[src/rtl/serial_pkg.sv]
// Shared types and defaults for the serial link transmitter and receiver.
package serial_pkg;

  typedef enum logic [2:0] {
    IDLE,
    START,
    DATA,
    PARITY,
    STOP
  } rx_state_t;

  localparam int SERIAL_DEFAULT_N  = 8;
  localparam int SERIAL_DEFAULT_OS = 16;

  // Callers zero-extend narrower words to 32 bits.
  function automatic logic even_parity(input logic [31:0] d);
    return ^d;
  endfunction

endpackage

[src/rtl/serial_frame_receiver_sync.sv]
// Two-flop synchronizer for the asynchronous serial line.
module rx_sync #(
  parameter logic RST_VAL = 1'b1
) (
  input  logic clk,
  input  logic reset_n,
  input  logic d,
  output logic q
);

  logic meta;

  always_ff @(posedge clk or negedge reset_n) begin
    if (!reset_n) begin
      meta <= RST_VAL;
      q    <= RST_VAL;
    end else begin
      meta <= d;
      q    <= meta;
    end
  end

endmodule

[src/rtl/serial_frame_receiver.sv]
// Oversampled serial frame receiver with a valid/ready word output.
// Optional even parity is enabled with SERIAL_RX_PARITY_EN.
module serial_frame_receiver
  import serial_pkg::*;
#(
  parameter int N  = SERIAL_DEFAULT_N,
  parameter int OS = SERIAL_DEFAULT_OS
) (
  input  logic         clk,
  input  logic         reset_n,
  input  logic         tick,
  input  logic         rx,
  output logic [N-1:0] data_out,
  output logic         data_valid,
  input  logic         data_ready,
  output logic         frame_err,
  output logic         parity_err,
  output logic         overrun,
  output logic         busy
);

  localparam int TW = $clog2(OS);
  localparam int BW = (N > 1) ? $clog2(N) : 1;
  localparam logic [TW-1:0] MID   = TW'(OS / 2 - 1);
  localparam logic [TW-1:0] LAST  = TW'(OS - 1);
  localparam logic [BW-1:0] BLAST = BW'(N - 1);

  rx_state_t     state_q, state_d;
  logic [TW-1:0] tick_cnt_q, tick_cnt_d;
  logic [BW-1:0] bit_cnt_q, bit_cnt_d;
  logic [N-1:0]  sh_q, sh_d;
  logic          rx_s;
  logic          accept;
  logic          ferr_d;
  logic          at_last;

  rx_sync #(.RST_VAL(1'b1)) u_sync (
    .clk     (clk),
    .reset_n (reset_n),
    .d       (rx),
    .q       (rx_s)
  );

  assign at_last = tick && (tick_cnt_q == LAST);
  assign busy    = (state_q != IDLE);

`ifdef SERIAL_RX_PARITY_EN
  logic par_bad_q, par_bad_d;
  logic perr_d;
`endif

  always_comb begin
    state_d    = state_q;
    tick_cnt_d = tick_cnt_q;
    bit_cnt_d  = bit_cnt_q;
    sh_d       = sh_q;
    accept     = 1'b0;
    ferr_d     = 1'b0;
`ifdef SERIAL_RX_PARITY_EN
    par_bad_d  = par_bad_q;
    perr_d     = 1'b0;
`endif
    if (tick && state_q != IDLE)
      tick_cnt_d = tick_cnt_q + 1'b1;
    unique case (state_q)
      IDLE: begin
        if (tick && !rx_s) begin
          state_d    = START;
          tick_cnt_d = '0;
        end
      end
      START: begin
        if (tick && tick_cnt_q == MID) begin
          tick_cnt_d = '0;
          if (!rx_s) begin
            state_d   = DATA;
            bit_cnt_d = '0;
          end else begin
            state_d = IDLE;
          end
        end
      end
      DATA: begin
        if (at_last) begin
          sh_d = {rx_s, sh_q[N-1:1]};
          if (bit_cnt_q == BLAST) begin
            bit_cnt_d = '0;
`ifdef SERIAL_RX_PARITY_EN
            state_d   = PARITY;
`else
            state_d   = STOP;
`endif
          end else begin
            bit_cnt_d = bit_cnt_q + 1'b1;
          end
        end
      end
`ifdef SERIAL_RX_PARITY_EN
      PARITY: begin
        if (at_last) begin
          par_bad_d = even_parity(32'(sh_q)) ^ rx_s;
          perr_d    = par_bad_d;
          state_d   = STOP;
        end
      end
`endif
      STOP: begin
        if (at_last) begin
          state_d = IDLE;
          if (rx_s) begin
`ifdef SERIAL_RX_PARITY_EN
            accept = !par_bad_q;
`else
            accept = 1'b1;
`endif
          end else begin
            ferr_d = 1'b1;
          end
        end
      end
      default: state_d = IDLE;
    endcase
  end

  always_ff @(posedge clk or negedge reset_n) begin
    if (!reset_n) begin
      state_q    <= IDLE;
      tick_cnt_q <= '0;
      bit_cnt_q  <= '0;
      sh_q       <= '0;
    end else begin
      state_q    <= state_d;
      tick_cnt_q <= tick_cnt_d;
      bit_cnt_q  <= bit_cnt_d;
      sh_q       <= sh_d;
    end
  end

  // Holding register: a newer word always replaces an unconsumed one.
  always_ff @(posedge clk or negedge reset_n) begin
    if (!reset_n) begin
      data_out   <= '0;
      data_valid <= 1'b0;
      frame_err  <= 1'b0;
      overrun    <= 1'b0;
    end else begin
      frame_err <= ferr_d;
      overrun   <= accept & data_valid & ~data_ready;
      if (accept) begin
        data_out   <= sh_q;
        data_valid <= 1'b1;
      end else if (data_ready) begin
        data_valid <= 1'b0;
      end
    end
  end

`ifdef SERIAL_RX_PARITY_EN
  always_ff @(posedge clk or negedge reset_n) begin
    if (!reset_n) begin
      par_bad_q  <= 1'b0;
      parity_err <= 1'b0;
    end else begin
      par_bad_q  <= par_bad_d;
      parity_err <= perr_d;
    end
  end
`else
  assign parity_err = 1'b0;
`endif

endmodule

[config.mk]
export PLATFORM = sky130hd
export DESIGN_NAME = serial_frame_receiver
export DESIGN_NICKNAME = d
export VERILOG_FILES = /design/src/rtl/serial_pkg.sv /design/src/rtl/serial_frame_receiver_sync.sv /design/src/rtl/serial_frame_receiver.sv
export SDC_FILE = /design/constraint.sdc
export NUM_CORES = 1
export LEC_CHECK = 0
export CAP_MARGIN = 15
export CORE_MARGIN = 2
export CORE_UTILIZATION = 53
export CTS_CLUSTER_DIAMETER = 200
export DETAILED_ROUTE_END_ITERATION = 8
export PLACE_DENSITY = 0.77
export RECOVER_POWER = 50
export SETUP_SLACK_MARGIN = 0.4
export SYNTH_ARGS = -nofsm -noshare
export SYNTH_HDL_FRONTEND = slang
export SYNTH_SLANG_ARGS = --single-unit
export TNS_END_PERCENT = 20
[constraint.sdc]
create_clock -name clk -period 2.26 [get_ports clk]
set_clock_uncertainty 0.1 [all_clocks]
set_input_delay 0.226 -clock clk [delete_from_list [all_inputs] [get_ports clk]]
set_output_delay 0.226 -clock clk [all_outputs]
set_load 0.05 [all_outputs]
==> results of run 1 <==
## cell type report
class	instances	share of cell area, %
repair buffers	25	12.1
clock inverters	2	1.98
clock buffers	6	2.91
well taps	30	2.13
inverters	4	0.850
flip-flops and latches	31	44.2
multi-input cells	73	35.8
## power breakdown
part           leakage, nW  switching [mW]  internal, mW  total [mW]
Combinational        0.382           0.166         0.162       0.328
Clock               0.0482           0.190         0.261       0.451
Sequential           0.400          0.0987         0.640       0.739
Total                0.830           0.454          1.06        1.52
## worst max-delay path, stage by stage (launching register included)
cell and delay (ns):
dfrtp_1 0.49, or3b_1 0.51, nor2_4 0.14, buf_4 0.16, mux2_2 0.34
## through the flow
| stage | area [sq um] | hold slack (ns) | utilization (%) |
|---|---|---|---|
| after global routing | 1770 | 0.259 | 70.6 |
| after detailed placement | 1610 | 0.247 | 64.3 |
| after floorplan | 1420 | -0.170 | - |
| final | 1770 | 0.243 | 70.6 |
| after global placement | 1610 | 0.247 | 64.3 |
| after CTS | 1690 | 0.179 | 67.8 |
## state kept, by name, indices dropped and copies added, names as in the netlist
| signal | flops |
|---|---|
| sh_q | 8 |
| u_sync.q | 1 |
| data_out | 8 |
| frame_err | 1 |
| data_valid | 1 |
| u_sync.meta | 1 |
| overrun | 1 |
| state_q | 3 |
| tick_cnt_q | 4 |
| bit_cnt_q | 3 |
## placed cells by master (no fill, tap or decap), types with 3 or more instances in the layout
master,n
clkbuf_4,5
inv_1,4
mux2_2,16
nand3b_1,3
buf_4,8
nor2_1,5
nand3_1,4
nand2_1,5
ha_1,4
clkdlybuf4s50_1,12
dfrtp_1,27
o21ai_0,5
## final timing paths
path | slack (ns) | startpoint | depth (start not counted) | end
max | 0.41 | state_q[0]$_DFFE_PN0P_ | 4 | sh_q[2]$_DFFE_PN0P_
min | 0.24 | reset_n | 2 | state_q[2]$_DFFE_PN0P_
max reg2reg | 0.41 | state_q[0]$_DFFE_PN0P_ | 4 | sh_q[2]$_DFFE_PN0P_
min reg2reg | 0.26 | u_sync.meta$_DFF_PN1_ | 0 | u_sync.q$_DFF_PN1_
max in group asynchronous | 1.49 | reset_n | 2 | u_sync.meta$_DFF_PN1_
min in group clk | 0.26 | u_sync.meta$_DFF_PN1_ | 0 | u_sync.q$_DFF_PN1_
## kinds of logic (layout without fill, tap and decap cells)
group / Yosys count / count (layout) / share of synthesized area (%)
adder cells (fa/ha/maj): 4 / 4 / 3.53
multiplexers: 18 / 18 / 14.8
other: 1 / 1 / 0.265
AND/OR/NAND/NOR: 33 / 34 / 14.4
AO/OA/AOI/OAI: 16 / 16 / 8.30
buffers and inverters: 10 / 37 / 3.80
flip-flops: 31 / 31 / 54.9
## layer usage
layer	vias to the layer above	global-route usage [%]	part of all wire, %
li1	457	-	-
met1	475	23.7	43
met2	21	26.9	51
met3	8	7.91	4.1
met4	0	7.32	2.5
met5	-	0	0
## repair_timing
action                                  CTS  global route
cloned                                    0             1
buffers inserted                          0             5
pin swaps                                 0             4
hold buffers                              0             0
gates resized for setup                   6             7
endpoints found under the setup margin   11            29
==> results by group, run 1 <==
Run status
  – Status: finished clean

Clock tree
  – CTS max path bufs: 2
  – Worst skew pair latency: 0.33 ns
  – Worst-path clk slew: 0.10 ns
  – Cts bufs inserted: 5
  – Clk sinks: 31
  – CTS tree: built
  – Root Buffer: clkbuf_4
  – H-tree depth: 2

Logic synthesis
  – Avg Cell Area, Syn: approximately 13 sq um
  – Most frequent cell after synthesis: dfrtp_1
  – Synth top area share: about half
  – Synth area leader: dfrtp_1
  – Synth Register Bits: 31
  – Main area contributors after synthesis: dfrtp_1 51%, mux2_2 13%, dfstp_2 3.7%
  – Mapped Cells: ~110
  – Ys async rst share: 100%
  – Synth Cell Area: roughly 0.0014 sq mm
  – Synth warn: 0
  – Post-synth top flop: dfrtp_1
  – Syn_nets: about 120
  – Sequential share of the synthesized area: between 50% and 60%
  – Synth cell types: 38
  – EDFF count, synth: 0
  – Synth top cells by count: 29 x dfrtp_1, 16 x mux2_2, 5 x nand2_1, 5 x nor2_1, 5 x o21ai_0

Power and ir drop
  – Power Density: around 860 mW/mm^2
  – LEAKAGE: between 0.8 and 0.9 nW
  – Worst IR Drop VDD: around 850 uV
  – Tot Pwr: between 1.5 and 2 mW

Drt
  – First-iteration detailed-routing DRC count: 18
  – Via density: ~5.6
  – ANT nets after route: 0
  – Post-DR wirelength/cell: about 15 um
  – Pre-Repair DR Iteration Count: 4
  – Final wirelength: around 2600 um
  – Vias: 961
  – DRC viols: 0

Worst setup path
  – Critical path startpoint category: flop
  – CP Capture Type: flop
  – WP data required: 2.38 ns
  – Crit path kind: flop to flop
  – Critical Path AT: approximately 2 ns
  – CP Max Fanout: 11

Placement
  – Routability congestion estimate: about 0.85
  – Port-buffer cells: 16
  – Hpwl dp: 1710 um
  – Dpl cells: 157
  – Worst slack at placement: roughly 0.24 ns

GRT
  – Global-route wire length before repair: approximately 4300 um
  – Overflow after GRT: 0
  – All-layer global routing usage: a little under a fifth
  – Largest net degree at the start of global routing: 32
  – Antenna violations before repair: 0
  – Vias in the first global route: between 800 and 900

STA
  – Final Hold Fails: 0
  – Final clock period utilization by the worst path: about 80%
  – Worst Max-Slew Pin Slew: about 0.61 ns
  – Fin. max-slew vios: 0
  – Final worst slack: slightly above 0.4 ns
  – Sum Neg Setup Slack: 0 ns
  – Worst slew margin: 59.7%
  – Max Clock Freq: 541 MHz
  – Tmin final: ~1.8 ns
  – # setup viols final: 0
  – Unrepaired setup endpoints after global routing: true

Floorplanning
  – Initial core utilization: a little under three fifths
  – Ports: 18
  – Die H: between 50 and 60 um
  – Core ar.: 0.00250 sq mm
  – Core Rows: 18
  – Die area: between 0.003 and 0.004 sq mm
  – Die W: about 56 um

Cells and area
  – Reg area: between 700 and 800 sq um
  – Layout area overhead: 24.5%
  – Proportion of layout cells with a drive suffix above 1: a little over a third
  – Filler cell count in the final layout: 170
  – Antenna cells: 0
  – Non-Filler Instances: approximately 170
  – Total Nets Final: between 100 and 150
  – Area of the multi-input gates: approximately 630 sq um

Job
  – Count of max-cap constraint violations: 0

Min path
  – HP Class: primary input to async pin
No activity file was read; power rests on OpenSTA's default activity.
==> run 2: changes to the inputs <==
CORE_UTILIZATION = 48   (was 53)
PLACE_DENSITY = 0.73   (was 0.77)
clock period = 1.5 ns   (was 2.26 ns; I/O delays follow)
==> run 2 against run 1 <==
Against the previous run: the run now ends with setup timing left; clock-buffer cell count increased by 1; non-clock buffer count up 21; flip-flop and latch count unchanged; critical path depth increased by 1; critical path type unchanged; largest cell class unchanged.
==> results by group, run 2 (synthesis results as in run 1) <==
Run status
  – Failing checks: setup timing
  – Status: finished, violations left

Power and ir drop
  – Power Density: 1210 mW/mm^2 (+41%)
  – Worst IR Drop VDD: 1100 uV (+28%)
  – LEAKAGE: 0.980 nW (+18%)
  – Tot Pwr: 2.49 mW (+64%)

STA
  – Final worst slack: -0.242 ns (-0.654 ns)
  – Tmin final: 1.74 ns (-0.106 ns)
  – Max Clock Freq: 574 MHz (+6.1%)
  – Worst Max-Slew Pin Slew: 0.756 ns (+0.148 ns)
  – Worst slew margin: 49.6% (-10 points)
  – # setup viols final: 26 (+26)
  – Final clock period utilization by the worst path: 116% (+34 points)
  – Unrepaired setup endpoints after global routing: true
  – Fin. max-slew vios: 0 (unchanged)
  – Final Hold Fails: 0 (unchanged)
  – Hold Slack: 0.258 ns (+0.0144 ns)

Clock tree
  – Cts bufs inserted: 5 (unchanged)
  – Worst skew pair latency: 0.33 ns (about the same)
  – CTS tree: built
  – Hold buffers post-CTS: 0 (unchanged)
  – Worst-path clk slew: 0.10 ns (about the same)
  – CTS max path bufs: 2 (unchanged)
  – Root Buffer: clkbuf_4
  – Clk sinks: 31 (unchanged)
  – H-tree depth: 2 (unchanged)

Worst setup path
  – Worst setup path start: state_q[1]$_DFFE_PN0P_
  – Worst path cell trace: or3_4 > buf_4 > mux2_4 > a22oi_2 > o22ai_1
  – Critical path startpoint category: flop
  – R2r setup slk: -0.24 ns (-0.65 ns)
  – Reg2reg end: tick_cnt_q[3]$_DFF_PN0_
  – CP Capture Type: flop
  – Slowest cell on crit path: dfrtp_2
  – Worst setup endpoint: tick_cnt_q[3]$_DFF_PN0_
  – CP Max Fanout: 5 (-6)
  – Crit path kind: flop to flop
  – Worst r2r path cells: 5 (+1)
  – WP data required: 1.62 ns (-0.76 ns)
  – Reg2reg start: state_q[1]$_DFFE_PN0P_
  – Worst path max stage delay: 0.46 ns (-0.05 ns)
  – Critical Path AT: 1.87 ns (-0.10 ns)

Cells and area
  – Proportion of layout cells with a drive suffix above 1: 54.3% (+20 points)
  – Antenna cells: 0 (unchanged)
  – Total Nets Final: 170 (+14%)
  – Filler cell count in the final layout: 175 (+2.9%)
  – Layout area overhead: 45.2%
  – Design area: 0.00206 sq mm (+17%)
  – Largest regs: data_out: 8 flops, sh_q: 8 flops, tick_cnt_q: 4 flops
  – Commonest non-fill, non-tap cells in the layout: 28 x dfrtp_1, 26 x buf_4, 16 x mux2_2
  – Commonest non-fill, non-tap cell in the layout: dfrtp_1

GRT
  – Antenna violations before repair: 0 (unchanged)
  – GR peak layer: met2
  – Met2 Usage GRT: 29.5% (+2.7 points)
  – Overflow after GRT: 0 (unchanged)
  – Global-route wire length before repair: 4960 um (+16%)
  – Grt met3 use: 5.49% (-2.4 points)
  – Vias in the first global route: 1072 (+21%)
  – Largest net degree at the start of global routing: 32 (unchanged)
  – All-layer global routing usage: 19.7% (+1.5 points)
  – Met1 Use GR: 26.1% (+2.4 points)

Min path
  – HP Start: rx
  – HP Class: primary input to flop

Floorplanning
  – Die H: 58.3 um (+4.7%)
  – Core Rows: 19 (+1)
  – Ports: 18 (unchanged)
  – Core ar.: 0.00278 sq mm (+11%)
  – Initial core utilization: 51.0% (-5.7 points)
  – Die W: 58.3 um (+4.7%)
  – Die area: 0.00340 sq mm (+9.7%)

Placement
  – Hpwl dp: 1910 um (+12%)
  – Dpl cell area: 0.00184 sq mm (+14%)
  – Port-buffer cells: 16 (unchanged)
  – Routability congestion estimate: 0.819 (-3.9%)

Drt
  – Post-DR wirelength/cell: 15.2 um (-1.8%)
  – Via density: 5.55 (-1.2%)
  – DRC viols: 0 (unchanged)
  – Pre-Repair DR Iteration Count: 4 (unchanged)
  – ANT nets after route: 0 (unchanged)
  – Vias: 1072 (+12%)
  – First-iteration detailed-routing DRC count: 18 (unchanged)
  – Final wirelength: 2930 um (+11%)

Job
  – Count of max-cap constraint violations: 0 (unchanged)
[run 2: cell count changes in the layout (fill, tap and decap cells not counted), moves of 2 or more]
| cell | previous run | this run |
|---|---|---|
| nor2_1 | 5 | 3 |
| buf_12 | 0 | 6 |
| o21ai_0 | 5 | 0 |
| buf_4 | 8 | 26 |
| clkdlybuf4s50_1 | 12 | 2 |
| buf_6 | 0 | 8 |
| o21ai_1 | 0 | 3 |
| nor2_4 | 2 | 4 |
[run 2: layout make-up]
class                      count  area, sq um  area share [%]
clock buffer                   7         65.1            3.16
timing repair buffer          46          465            22.6
inverter                       4         15.0           0.729
tap                           31         38.8            1.88
sequential                    31          779            37.9
clock inverter                 1         7.51           0.365
multi-input combinational     73          687            33.4
[run 2: how the worst min path moves through the flow]
stage	endpoint	slack, ns	depth (start not counted)
after floorplan	bit_cnt_q[0]$_DFFE_PN0P_	-0.25	0
after global placement	u_sync.q$_DFF_PN1_	0.25	0
after detailed placement	u_sync.q$_DFF_PN1_	0.25	0
after CTS	tick_cnt_q[3]$_DFF_PN0_	0.07	2
after global routing	u_sync.meta$_DFF_PN1_	0.24	1
final	u_sync.meta$_DFF_PN1_	0.26	1
[run 2: power breakdown]
part	internal (mW)	leakage [nW]	total (mW)	switching, mW
clock	0.274	0.0375	0.570	0.296
sequential	0.964	0.400	1.07	0.108
combinational	0.467	0.542	0.853	0.386
total	1.70	0.980	2.49	0.790
[run 2: metal layers]
layer | up-vias | routed length (um)
li1 | 509 | -
met2 | 17 | 1470
met4 | 0 | 47
met3 | 5 | 87
met1 | 541 | 1330
met5 | - | 0
[run 2: what timing repair did]
item                                    in CTS  in global routing
pin swaps                                   10                  4
buffers inserted                             6                  2
gates cloned                                 1                  0
resized for setup                           19                  9
endpoints found under the setup margin      41                 41
[run 2: worst max-delay path, delay by kind of cell, from the launching register on]
kind | cells | cell delay (ns)
compound gates | 2 | 0.23
buf+inv | 1 | 0.14
flops | 1 | 0.46
mux | 1 | 0.29
simple gates | 1 | 0.41
[run 2: stage by stage]
stage                     utilization, %  std cells  worst slack, ns  setup TNS (ns)
after floorplan                        -        113           -0.262           -2.78
after global placement              66.1        176           -0.259           -4.90
after detailed placement            66.1        176           -0.295           -5.54
after CTS                           73.2        191           -0.226           -2.98
after global routing                74.0        193           -0.288           -5.00
final                               74.0        193           -0.242           -3.63
==> run 3: changes to the inputs <==
CORE_UTILIZATION = 58   (was 48)
PLACE_DENSITY = 0.83   (was 0.73)
clock period = 2.2 ns   (was 1.5 ns; I/O delays follow)
==> run 3 against run 2 <==
Against the previous run: maximum frequency decreased by 9.7%; hold slack gained 0.0028 ns; design area fell by 12%; critical path depth is 1 higher; flip-flop and latch count stayed put; highest routed layer unchanged; core utilization increased by 6.5 points; clock power is 44% lower; the flow now finishes without violations; setup slack improved by 0.51 ns.
==> results by group, run 3 (synthesis results as in run 1) <==
Min path
  – HP Start: u_sync.meta$_DFF_PN1_
  – Worst Hold End: u_sync.q$_DFF_PN1_
  – Hold Crit Depth: 0 (-1)
  – HP Class: flop to flop

Worst setup path
  – CP Max Fanout: 6 (+1)
  – Slowest cell on crit path: dfrtp_1
  – Critical Path AT: 2.05 ns (+0.18 ns)
  – Crit path kind: flop to flop
  – Reg2reg start: tick_cnt_q[0]$_DFF_PN0_
  – Worst path cell trace: ha_1 > nand3_1 > nor2_4 > nand4_4 > buf_2 > mux2_2
  – Critical path startpoint category: flop
  – Top cell family by delay on the critical path: simple AND/OR/NAND/NOR gates
  – Worst path max stage delay: 0.41 ns (-0.05 ns)
  – CP Capture Type: flop
  – WP data required: 2.32 ns (+0.70 ns)
  – Worst path bufs/invs: 1 (unchanged)
  – Worst r2r path cells: 6 (+1)
  – R2r setup slk: 0.27 ns (+0.51 ns)
  – Reg2reg end: data_out[5]$_DFFE_PN0P_

Clock tree
  – Hold buffers post-CTS: 0 (unchanged)
  – Worst-path clk slew: 0.09 ns (about the same)
  – Worst skew pair latency: 0.33 ns (about the same)
  – Clk sinks: 31 (unchanged)
  – Root Buffer: clkbuf_4
  – CTS max path bufs: 2 (unchanged)
  – Cts bufs inserted: 5 (unchanged)
  – H-tree depth: 2 (unchanged)
  – CTS tree: built

STA
  – Worst slew margin: 49.3% (-0.34 points)
  – Unrepaired setup endpoints after global routing: true
  – Worst Max-Slew Pin Slew: 0.761 ns (+0.00503 ns)
  – Max Clock Freq: 518 MHz (-9.7%)
  – Final Hold Fails: 0 (unchanged)
  – # setup viols final: 0 (-100%)
  – Sum Neg Setup Slack: 0 ns (+3.63 ns)
  – Final clock period utilization by the worst path: 87.7% (-28 points)
  – Fin. max-slew vios: 0 (unchanged)
  – Final worst slack: 0.271 ns (+0.513 ns)
  – Tmin final: 1.93 ns (+0.187 ns)
  – Hold Slack: 0.261 ns (+0.00278 ns)

Placement
  – Hpwl dp: 1840 um (-3.5%)
  – Worst slack at placement: 0.234 ns (+0.529 ns)
  – Port-buffer cells: 16 (unchanged)
  – Dpl cell area: 0.00163 sq mm (-12%)
  – Routability congestion estimate: 0.776 (-5.2%)

Drt
  – Pre-Repair DR Iteration Count: 4 (unchanged)
  – Final wirelength: 3230 um (+10%)
  – ANT nets after route: 0 (unchanged)
  – Vias: 1057 (-1.4%)
  – First-iteration detailed-routing DRC count: 38 (+20)
  – Via density: 5.84 (+5.1%)
  – DRC viols: 0 (unchanged)
  – Post-DR wirelength/cell: 17.8 um (+18%)

Power and ir drop
  – Worst IR Drop VDD: 697 uV (-36%)
  – Tot Pwr: 1.50 mW (-40%)
  – Power Density: 827 mW/mm^2 (-32%)
  – LEAKAGE: 0.872 nW (-11%)

Cells and area
  – Commonest non-fill, non-tap cells in the layout: 27 x dfrtp_1, 16 x mux2_2, 15 x buf_4
  – Proportion of layout cells with a drive suffix above 1: 37.9% (-16 points)
  – Antenna cells: 0 (unchanged)
  – Design area: 0.00182 sq mm (-12%)
  – Total Nets Final: 161 (-5.3%)
  – Layout area overhead: 28.1%
  – Commonest non-fill, non-tap cell in the layout: dfrtp_1
  – Largest regs: data_out: 8 flops, sh_q: 8 flops, tick_cnt_q: 4 flops

GRT
  – All-layer global routing usage: 22.1% (+2.4 points)
  – Antenna violations before repair: 0 (unchanged)
  – Global-route wire length before repair: 4240 um (-15%)
  – Vias in the first global route: 951 (-11%)
  – Overflow after GRT: 0 (unchanged)
  – Largest net degree at the start of global routing: 32 (unchanged)

Floorplanning
  – Die area: 0.00286 sq mm (-16%)
  – Die H: 53.4 um (-8.4%)
  – Initial core utilization: 62.9% (+12 points)
  – Die W: 53.4 um (-8.4%)
  – Core ar.: 0.00225 sq mm (-19%)
  – Core Rows: 17 (-2)
  – Ports: 18 (unchanged)

Job
  – Count of max-cap constraint violations: 0 (unchanged)

Run status
  – Status: finished clean
## run 3: changes by cell type in the layout (fill, tap and decap cells not counted), sizes merged
cell,before,now
nor2,8,7
clkdlybuf4s50,2,13
clkdlybuf4s25,0,1
clkbuf,8,9
clkinv,0,1
buf,41,20
clkinvlp,1,0
## run 3: final cells by class
type / count / area, sq um
inverters: 4 / 15.0
multi-input cells: 72 / 608
fillers: 144 / 439
well taps: 28 / 35.0
flip-flops and latches: 31 / 781
clock inverters: 1 / 5.00
repair buffers: 38 / 327
clock buffers: 7 / 45.0
## run 3: worst max path at each step
stage                            startpoint                      end  slack [ns]  depth (start not counted)
floorplan            state_q[1]$_DFFE_PN0P_  tick_cnt_q[3]$_DFF_PN0_        0.39                          6
global placement                       tick  data_out[5]$_DFFE_PN0P_        0.25                          5
detailed placement                     tick  data_out[1]$_DFFE_PN0P_        0.23                          5
CTS                  state_q[2]$_DFFE_PN0P_      sh_q[2]$_DFFE_PN0P_        0.33                          4
global route        tick_cnt_q[0]$_DFF_PN0_  data_out[4]$_DFFE_PN0P_        0.20                          6
finish              tick_cnt_q[0]$_DFF_PN0_  data_out[5]$_DFFE_PN0P_        0.27                          6
## run 3: worst register-to-register path: stages (launching register included)
cell,delay (ns)
dfrtp_1,0.41
ha_1,0.24
nand3_1,0.22
nor2_4,0.20
nand4_4,0.15
buf_2,0.21
mux2_2,0.27
## run 3: stage by stage
step                      utilization, %  cells
after global placement              72.1    158
after CTS                           74.5    166
after detailed placement            72.1    158
final                               80.5    181
after floorplan                        -    113
after global routing                80.5    181
## run 3: per-layer routing
layer	routed length, um	part of all wire (%)	GRT usage (%)
met3	165	5.1	9.04
met1	1450	45	27.9
met5	0	0	0
met2	1580	49	33.3
met4	34	1.1	9.40
## run 3: power breakdown
group | total, mW | switching [mW] | internal (mW) | leakage [nW]
Combinational | 0.418 | 0.209 | 0.209 | 0.442
Sequential | 0.761 | 0.102 | 0.659 | 0.401
Clock | 0.321 | 0.197 | 0.124 | 0.0293
Total | 1.50 | 0.508 | 0.993 | 0.872
## run 3: repair_timing
item / in CTS / in global routing
pin swaps: 0 / 5
setup buffers: 0 / 15
resized for setup: 6 / 11
setup endpoints to repair: 28 / 32
